`src/rtl/stopwatch_pkg.sv`:
```
// -----------------------------------------------------------------------------
// stopwatch_pkg
// Shared types and constants for the stopwatch timekeeping core.
//   sw_state_e      : RUN / PAUSED / ADJUST
//   DIGIT_W         : width of one BCD digit
//   SEC_MAX         : largest seconds value (fixed)
//   MAX_MIN_DEFAULT : default largest minutes value
//   bcd2_inc()      : advance a two-digit BCD field with wrap to 00
// Optional feature macro used by the design: STOPWATCH_ADJ_EN
// -----------------------------------------------------------------------------
package stopwatch_pkg;

  typedef enum logic [1:0] {
    ST_RUN    = 2'd0,
    ST_PAUSED = 2'd1,
    ST_ADJUST = 2'd2
  } sw_state_e;

  localparam int DIGIT_W         = 4;
  localparam int SEC_MAX         = 59;
  localparam int MAX_MIN_DEFAULT = 59;

  // Each digit is its own BCD counter; the ones digit carries into the tens
  // digit using only the current digit values, and the pair wraps to 00
  // once it sits at its maximum.
  function automatic logic [2*DIGIT_W-1:0] bcd2_inc(
    input logic [DIGIT_W-1:0] tens,
    input logic [DIGIT_W-1:0] ones,
    input logic [DIGIT_W-1:0] max_tens,
    input logic [DIGIT_W-1:0] max_ones
  );
    logic [2*DIGIT_W-1:0] res;
    if ((tens == max_tens) && (ones == max_ones)) begin
      res = {4'd0, 4'd0};
    end else if (ones == 4'd9) begin
      res = {tens + 4'd1, 4'd0};
    end else begin
      res = {tens, ones + 4'd1};
    end
    return res;
  endfunction

endpackage

```
`src/rtl/stopwatch_counter_tick_sync.sv`:
```
// -----------------------------------------------------------------------------
// tick_sync
// Two-flop synchronizer followed by a rising-edge detector. Turns a slow
// divider square wave into a one-cycle tick in the system clock domain.
// Ports:
//   clk   : system clock
//   rst   : synchronous active-high reset (clears all three flops)
//   din   : asynchronous square wave, sampled as data
//   level : synchronized level of din
//   pulse : one clk cycle high, the cycle after the second sync flop rises
// -----------------------------------------------------------------------------
module tick_sync (
  input  logic clk,
  input  logic rst,
  input  logic din,
  output logic level,
  output logic pulse
);

  logic meta_r;
  logic sync_r;
  logic prev_r;

  // Synchronizer chain plus one delayed copy for edge detection.
  always_ff @(posedge clk) begin
    if (rst) begin
      meta_r <= 1'b0;
      sync_r <= 1'b0;
      prev_r <= 1'b0;
    end else begin
      meta_r <= din;
      sync_r <= meta_r;
      prev_r <= sync_r;
    end
  end

  assign level = sync_r;
  assign pulse = sync_r & ~prev_r;

endmodule

```
`src/rtl/stopwatch_counter.sv`:
```
// -----------------------------------------------------------------------------
// stopwatch_counter
// Timekeeping core: counts MM:SS in four BCD digits from the 1 Hz divider
// output, with run/pause, wrap-around and an optional adjust mode.
// Optional feature macro: STOPWATCH_ADJ_EN (ADJUST state, 2 Hz tick, blink).
// Ports:
//   sclk      : system clock
//   rst       : synchronous active-high reset
//   clk_1hz   : 1 Hz square wave (data, not a clock)
//   clk_2hz   : 2 Hz square wave (data, not a clock)
//   pause_tgl : one-cycle pulse toggling RUN/PAUSED
//   adj       : level, selects ADJUST
//   sel       : adjust field, 0 = minutes, 1 = seconds
//   min_tens/min_ones/sec_tens/sec_ones : registered BCD digits
//   wrap      : one-cycle pulse after rolling MAX_MIN:59 -> 00:00
//   blink_min/blink_sec : registered blanking requests for the display
// -----------------------------------------------------------------------------
module stopwatch_counter
  import stopwatch_pkg::*;
#(
  parameter int MAX_MIN = MAX_MIN_DEFAULT
) (
  input  logic         sclk,
  input  logic         rst,
  input  logic         clk_1hz,
  input  logic         clk_2hz,
  input  logic         pause_tgl,
  input  logic         adj,
  input  logic         sel,
  output logic [3:0]   min_tens,
  output logic [3:0]   min_ones,
  output logic [3:0]   sec_tens,
  output logic [3:0]   sec_ones,
  output logic         wrap,
  output logic         blink_min,
  output logic         blink_sec
);

  localparam logic [3:0] SEC_TENS_MAX = 4'(SEC_MAX / 10);
  localparam logic [3:0] SEC_ONES_MAX = 4'(SEC_MAX % 10);
  localparam logic [3:0] MIN_TENS_MAX = 4'(MAX_MIN / 10);
  localparam logic [3:0] MIN_ONES_MAX = 4'(MAX_MIN % 10);

  sw_state_e  state_r;
  sw_state_e  state_next_s;
  logic [3:0] min_tens_r, min_ones_r, sec_tens_r, sec_ones_r;
  logic       wrap_r, blink_min_r, blink_sec_r;

  logic       tick1_s, lvl1_unused_s;
  logic       tick2_s, lvl2_s, adj_s, sel_s;
  logic       inc_sec_s, inc_min_s, wrap_next_s;
  logic       blink_min_next_s, blink_sec_next_s;
  logic       sec_at_max_s, min_at_max_s;
  logic [7:0] sec_inc_s, min_inc_s;

  tick_sync u_sync_1hz (
    .clk   (sclk),
    .rst   (rst),
    .din   (clk_1hz),
    .level (lvl1_unused_s),
    .pulse (tick1_s)
  );

`ifdef STOPWATCH_ADJ_EN
  tick_sync u_sync_2hz (
    .clk   (sclk),
    .rst   (rst),
    .din   (clk_2hz),
    .level (lvl2_s),
    .pulse (tick2_s)
  );
  assign adj_s = adj;
  assign sel_s = sel;
`else
  // Adjust inputs have no effect in this build.
  logic adj_unused_s;
  assign adj_unused_s = ^{adj, sel, clk_2hz};
  assign lvl2_s  = 1'b0;
  assign tick2_s = 1'b0;
  assign adj_s   = 1'b0;
  assign sel_s   = 1'b0;
`endif

  assign sec_at_max_s = (sec_tens_r == SEC_TENS_MAX) && (sec_ones_r == SEC_ONES_MAX);
  assign min_at_max_s = (min_tens_r == MIN_TENS_MAX) && (min_ones_r == MIN_ONES_MAX);
  assign sec_inc_s    = bcd2_inc(sec_tens_r, sec_ones_r, SEC_TENS_MAX, SEC_ONES_MAX);
  assign min_inc_s    = bcd2_inc(min_tens_r, min_ones_r, MIN_TENS_MAX, MIN_ONES_MAX);

  // Next state, field increment enables, wrap and blink requests.
  always_comb begin
    state_next_s     = state_r;
    inc_sec_s        = 1'b0;
    inc_min_s        = 1'b0;
    wrap_next_s      = 1'b0;
    blink_min_next_s = 1'b0;
    blink_sec_next_s = 1'b0;
    case (state_r)
      ST_RUN: begin
        // adj beats a coincident tick1: no increment on entry to ADJUST.
        if (adj_s) begin
          state_next_s = ST_ADJUST;
        end else begin
          if (tick1_s) begin
            inc_sec_s   = 1'b1;
            inc_min_s   = sec_at_max_s;
            wrap_next_s = sec_at_max_s & min_at_max_s;
          end else begin
            inc_sec_s   = 1'b0;
          end
          if (pause_tgl) begin
            state_next_s = ST_PAUSED;
          end else begin
            state_next_s = ST_RUN;
          end
        end
      end
      ST_PAUSED: begin
        if (adj_s) begin
          state_next_s = ST_ADJUST;
        end else if (pause_tgl) begin
          state_next_s = ST_RUN;
        end else begin
          state_next_s = ST_PAUSED;
        end
      end
`ifdef STOPWATCH_ADJ_EN
      ST_ADJUST: begin
        if (adj_s) begin
          state_next_s = ST_ADJUST;
        end else begin
          state_next_s = ST_PAUSED;
        end
        // Fields adjust independently: no carry and no wrap pulse.
        if (tick2_s) begin
          inc_sec_s = sel_s;
          inc_min_s = ~sel_s;
        end else begin
          inc_sec_s = 1'b0;
        end
        blink_min_next_s = ~sel_s & lvl2_s;
        blink_sec_next_s = sel_s & lvl2_s;
      end
`endif
      default: begin
        state_next_s = ST_RUN;
      end
    endcase
  end

  // State, digit, wrap and blink registers.
  always_ff @(posedge sclk) begin
    if (rst) begin
      state_r     <= ST_RUN;
      min_tens_r  <= 4'd0;
      min_ones_r  <= 4'd0;
      sec_tens_r  <= 4'd0;
      sec_ones_r  <= 4'd0;
      wrap_r      <= 1'b0;
      blink_min_r <= 1'b0;
      blink_sec_r <= 1'b0;
    end else begin
      state_r <= state_next_s;
      if (inc_sec_s) begin
        {sec_tens_r, sec_ones_r} <= sec_inc_s;
      end
      if (inc_min_s) begin
        {min_tens_r, min_ones_r} <= min_inc_s;
      end
      wrap_r      <= wrap_next_s;
      blink_min_r <= blink_min_next_s;
      blink_sec_r <= blink_sec_next_s;
    end
  end

  assign min_tens  = min_tens_r;
  assign min_ones  = min_ones_r;
  assign sec_tens  = sec_tens_r;
  assign sec_ones  = sec_ones_r;
  assign wrap      = wrap_r;
  assign blink_min = blink_min_r;
  assign blink_sec = blink_sec_r;

endmodule

```
`config.mk`:
```
export PLATFORM = sky130hd
export DESIGN_NAME = stopwatch_counter
export DESIGN_NICKNAME = d
export VERILOG_FILES = /design/src/rtl/stopwatch_pkg.sv /design/src/rtl/stopwatch_counter_tick_sync.sv /design/src/rtl/stopwatch_counter.sv
export SDC_FILE = /design/constraint.sdc
export NUM_CORES = 1
export LEC_CHECK = 0
export BUFFER_PORTS_ARGS = -buffer_cell sky130_fd_sc_hd__buf_2
export CORE_UTILIZATION = 58
export CTS_BUF_LIST = sky130_fd_sc_hd__clkbuf_8
export DETAILED_ROUTE_END_ITERATION = 8
export PLACE_DENSITY = 0.86
export SLEW_MARGIN = 25
export SYNTH_ARGS = -nofsm -noshare
export SYNTH_HDL_FRONTEND = slang
export SYNTH_HIERARCHICAL = 1
export SYNTH_SLANG_ARGS = --single-unit
```
`constraint.sdc`:
```
create_clock -name sclk -period 4.8 [get_ports sclk]
set_clock_uncertainty 0.05 [all_clocks]
set_input_delay 0.24 -clock sclk [delete_from_list [all_inputs] [get_ports sclk]]
set_output_delay 0.24 -clock sclk [all_outputs]
set_load 0.005 [all_outputs]
```
==> key figures <==
Run status
  – Failing checks: DRC
  – Status: complete, but fails checks

Timing
  – RSZ-0062 raised after global routing: no
  – Final hold vios: 0
  – Final number of max-transition violations: 0
  – Total negative slack: 0 ns
  – Final period util: 0.391
  – Final setup fails: 0
  – Final min period: approximately 1.9 ns
  – Peak Freq: about 530 MHz

Detailed routing
  – Drt total wl: 1830 µm
  – Post-route ant nets: 0
  – Initial DRC Count: 8
  – Max Used Layer: met4
  – DR WL met2: a little under 900 µm
  – Drt pass-1 iters: 6
  – Vias: 808
  – DRC violations left: 2
  – Vias per cell: ~5.6
  – Met1 WL: between 800 and 900 µm
  – WL per Instance: between 10 and 15 µm
  – Wire length on met3: between 60 and 70 µm

Power
  – Leak Pwr: slightly above 0.5 nW
  – Worst VDD drop: ~0.00016 V
  – Gate power share: 0.040
  – Internal power: roughly 0.00024 W
  – NetSw: ~0.000063 W
  – Clk network pwr share: 0.368
  – Switching part of the total: 0.210
  – Power share of the sequential group: 0.592
  – PwrDens: 264 nW/µm²

Synth
  – Post-synthesis xor/xnor area fraction: 0.0346
  – Ranking of synthesized cells by area: dfxtp_1 42%, ha_1 9.9%, a21oi_1 4.4%, or3_1 3.7%, nor2b_1 3.1%
  – Adder-cell area share of the yosys netlist: 0.0989
  – Mapped Area: around 1000 µm²
  – Main combinational cell family by area after synthesis: simple AND/OR/NAND/NOR gates
  – Gate Count Post-Synth: between 100 and 150
  – Top FF cell, synth: dfxtp_1
  – Leading area contributor after synthesis: dfxtp_1
  – Seq/Total Area, Yosys: 0.415
  – Number of synthesized flops with an enable pin: 0
  – Simple-Gate Fraction of Synth Area: 0.269
  – Synth Register Bits: 21
  – Count leader, synth: dfxtp_1
  – Mux cell area share after synthesis: 0.0198
  – Post-synthesis compound-gate area fraction: 0.104
  – Ys async rst share: 0
  – Synth top area share: 0.415
  – YS warnings: 6
  – Synth cell count leaders: 21 x dfxtp_1, 9 x a21oi_1, 8 x ha_1, 7 x nor2_1
  – Post-Syn Area per Cell: between 9 and 10 µm²
  – Count of cell types in the netlist: 33

Setup path
  – Worst Path Max Fanout: 9
  – WP data required: approximately 5 ns
  – Critical Path End: min_tens[3]
  – Worst Reg-to-Reg Cells: 5
  – Crit path DAT: about 2.0 ns
  – Critical path capture point type: flop
  – R2R Path End: min_tens[3]
  – Flop2flop setup slack: ~2.9 ns
  – Reg2Reg Launch Point: sec_tens[0]
  – Worst Setup Start Kind: flop
  – CP Class: flop to flop
  – Crit. Startpoint: sec_tens[0]

Floorplanning
  – DIE AREA: roughly 1900 µm²
  – Core ar.: 1560 µm²
  – IO Count: 26
  – Die height: around 44 µm
  – # rows: 14
  – Initial Utilization: 0.649
  – Die boundary width: around 44 µm

Cells and area
  – Fillers: roughly 130
  – Fin util: 0.737
  – Number of diodes: 0
  – Syn-to-layout area delta: 13.5%
  – Share of cells above drive strength 1: 0.202
  – Final layout net count: around 150

CTS
  – Clk pin slew, worst setup/hold paths: 0.07 ns
  – Total CTS buffers: 3
  – Clk buf depth: 2
  – CTS Sinks: 21
  – CTS tree: yes
  – Hold-fix buffers, CTS: 0
  – Post-CTS setup buffers: 0
  – Clock latency on the worst-skew pair: around 0.26 ns
  – CTS Root Cell: clkbuf_8
  – Resized cells post-CTS: 0
  – H-tree level count: 1

Worst hold path
  – HP Class: input pin to flop

GRT
  – Vias in the first global route: around 770
  – Total grt overflow: 0
  – Largest net degree at the start of global routing: 22
  – First-pass GRT wire length: approximately 3200 µm
  – Total GRT Usage: 0.224
  – Initial antenna violation count: 0

Placement
  – RD Place Congestion: around 0.76
  – Port bufs: 20
  – DP HPWL: ~1300 µm

Run
  – Max_cap viols: 0
-- power by group through the flow --
stage	Clock [W]	Sequential [W]	Combinational, W
floorplan	0	0.000183	0.00000979
global placement	0	0.000183	0.0000120
CTS	0.000114	0.000179	0.0000123
finish	0.000111	0.000179	0.0000122
detailed placement	0	0.000183	0.0000121
global route	0.000121	0.000179	0.0000138
-- metal layers --
| layer | global-route usage | vias up |
|---|---|---|
| met4 | 0.113 | 0 |
| met1 | 0.300 | 375 |
| met3 | 0.0375 | 5 |
| met2 | 0.346 | 17 |
| met5 | 0 | - |
| li1 | - | 411 |
-- final cells by class --
cell class,count,area (µm²),share of cell area
Clock buffer,3,41.3,0.0359
Clock inverter,1,3.75,0.00327
Inverter,6,22.5,0.0196
Multi-Input combinational cell,78,541,0.471
Sequential cell,21,420,0.366
Tap cell,16,20.0,0.0174
Timing Repair Buffer,20,100,0.0871
-- how the worst min path moves through the flow --
| stage | depth (start not counted) | slack, ns | start | end |
|---|---|---|---|---|
| floorplan | 1 | 0.26 | rst | u_sync_1hz/level |
| global placement | 1 | 0.37 | u_sync_1hz/meta_r | u_sync_1hz/level |
| detailed placement | 1 | 0.38 | u_sync_1hz/meta_r | u_sync_1hz/level |
| CTS | 2 | 0.14 | clk_1hz | u_sync_1hz/meta_r |
| global route | 2 | 0.13 | clk_1hz | u_sync_1hz/meta_r |
| finish | 2 | 0.14 | clk_1hz | u_sync_1hz/meta_r |
-- kinds of logic after synthesis --
group	Yosys count
AO/OA/AOI/OAI	18
XOR/XNOR	4
adder cells (fa/ha/maj)	8
buffers and inverters	12
flip-flops	21
multiplexers	2
other	1
AND/OR/NAND/NOR	44
-- critical path: stages (launching register included) --
cell and delay (ns):
dfxtp_1 0.42, ha_1 0.17, and3b_1 0.34, nand4_4 0.18, or4_1 0.49, a21oi_1 0.16
-- metrics by stage --
step           cell area (µm²)  setup WS (ns)  std cells  power [W]  hold WS, ns
2_1_floorplan             1020           3.10        111   0.000193        0.262
3_3_place_gp              1100           2.98        141   0.000195        0.372
3_5_place_dp              1100           2.95        141   0.000195        0.383
4_1_cts                   1150           2.93        145   0.000305        0.135
5_1_grt                   1150           2.78        145   0.000314        0.128
6_report                  1150           2.92        145   0.000303        0.137
-- cells in the final DEF, fill, tap and decap left out, types with 2 or more instances in the layout --
master | Yosys | routed
buf_2 | 2 | 20
nand4_1 | 2 | 2
xnor2_1 | 2 | 2
inv_1 | 6 | 7
or3_1 | 6 | 6
nor2b_1 | 5 | 5
nand3_1 | 3 | 3
nand2_1 | 6 | 6
conb_1 | 1 | 2
nor3b_1 | 2 | 2
a21oi_1 | 9 | 9
nor3_1 | 3 | 3
mux2i_1 | 2 | 2
and2_1 | 2 | 2
ha_1 | 8 | 8
and3b_1 | 2 | 2
o21ai_0 | 4 | 4
xor2_1 | 2 | 2
clkbuf_8 | 0 | 3
dfxtp_1 | 21 | 21
nor2_1 | 7 | 7
-- state kept, by name, indices dropped and copies added (netlist names) --
register and flops:
u_sync_1hz/prev_r 1, min_ones 4, state_r 1, sec_ones 4, min_tens 4, sec_tens 4
u_sync_1hz/level 1, u_sync_1hz/meta_r 1, wrap 1
Power figures use the tool's default switching activity.
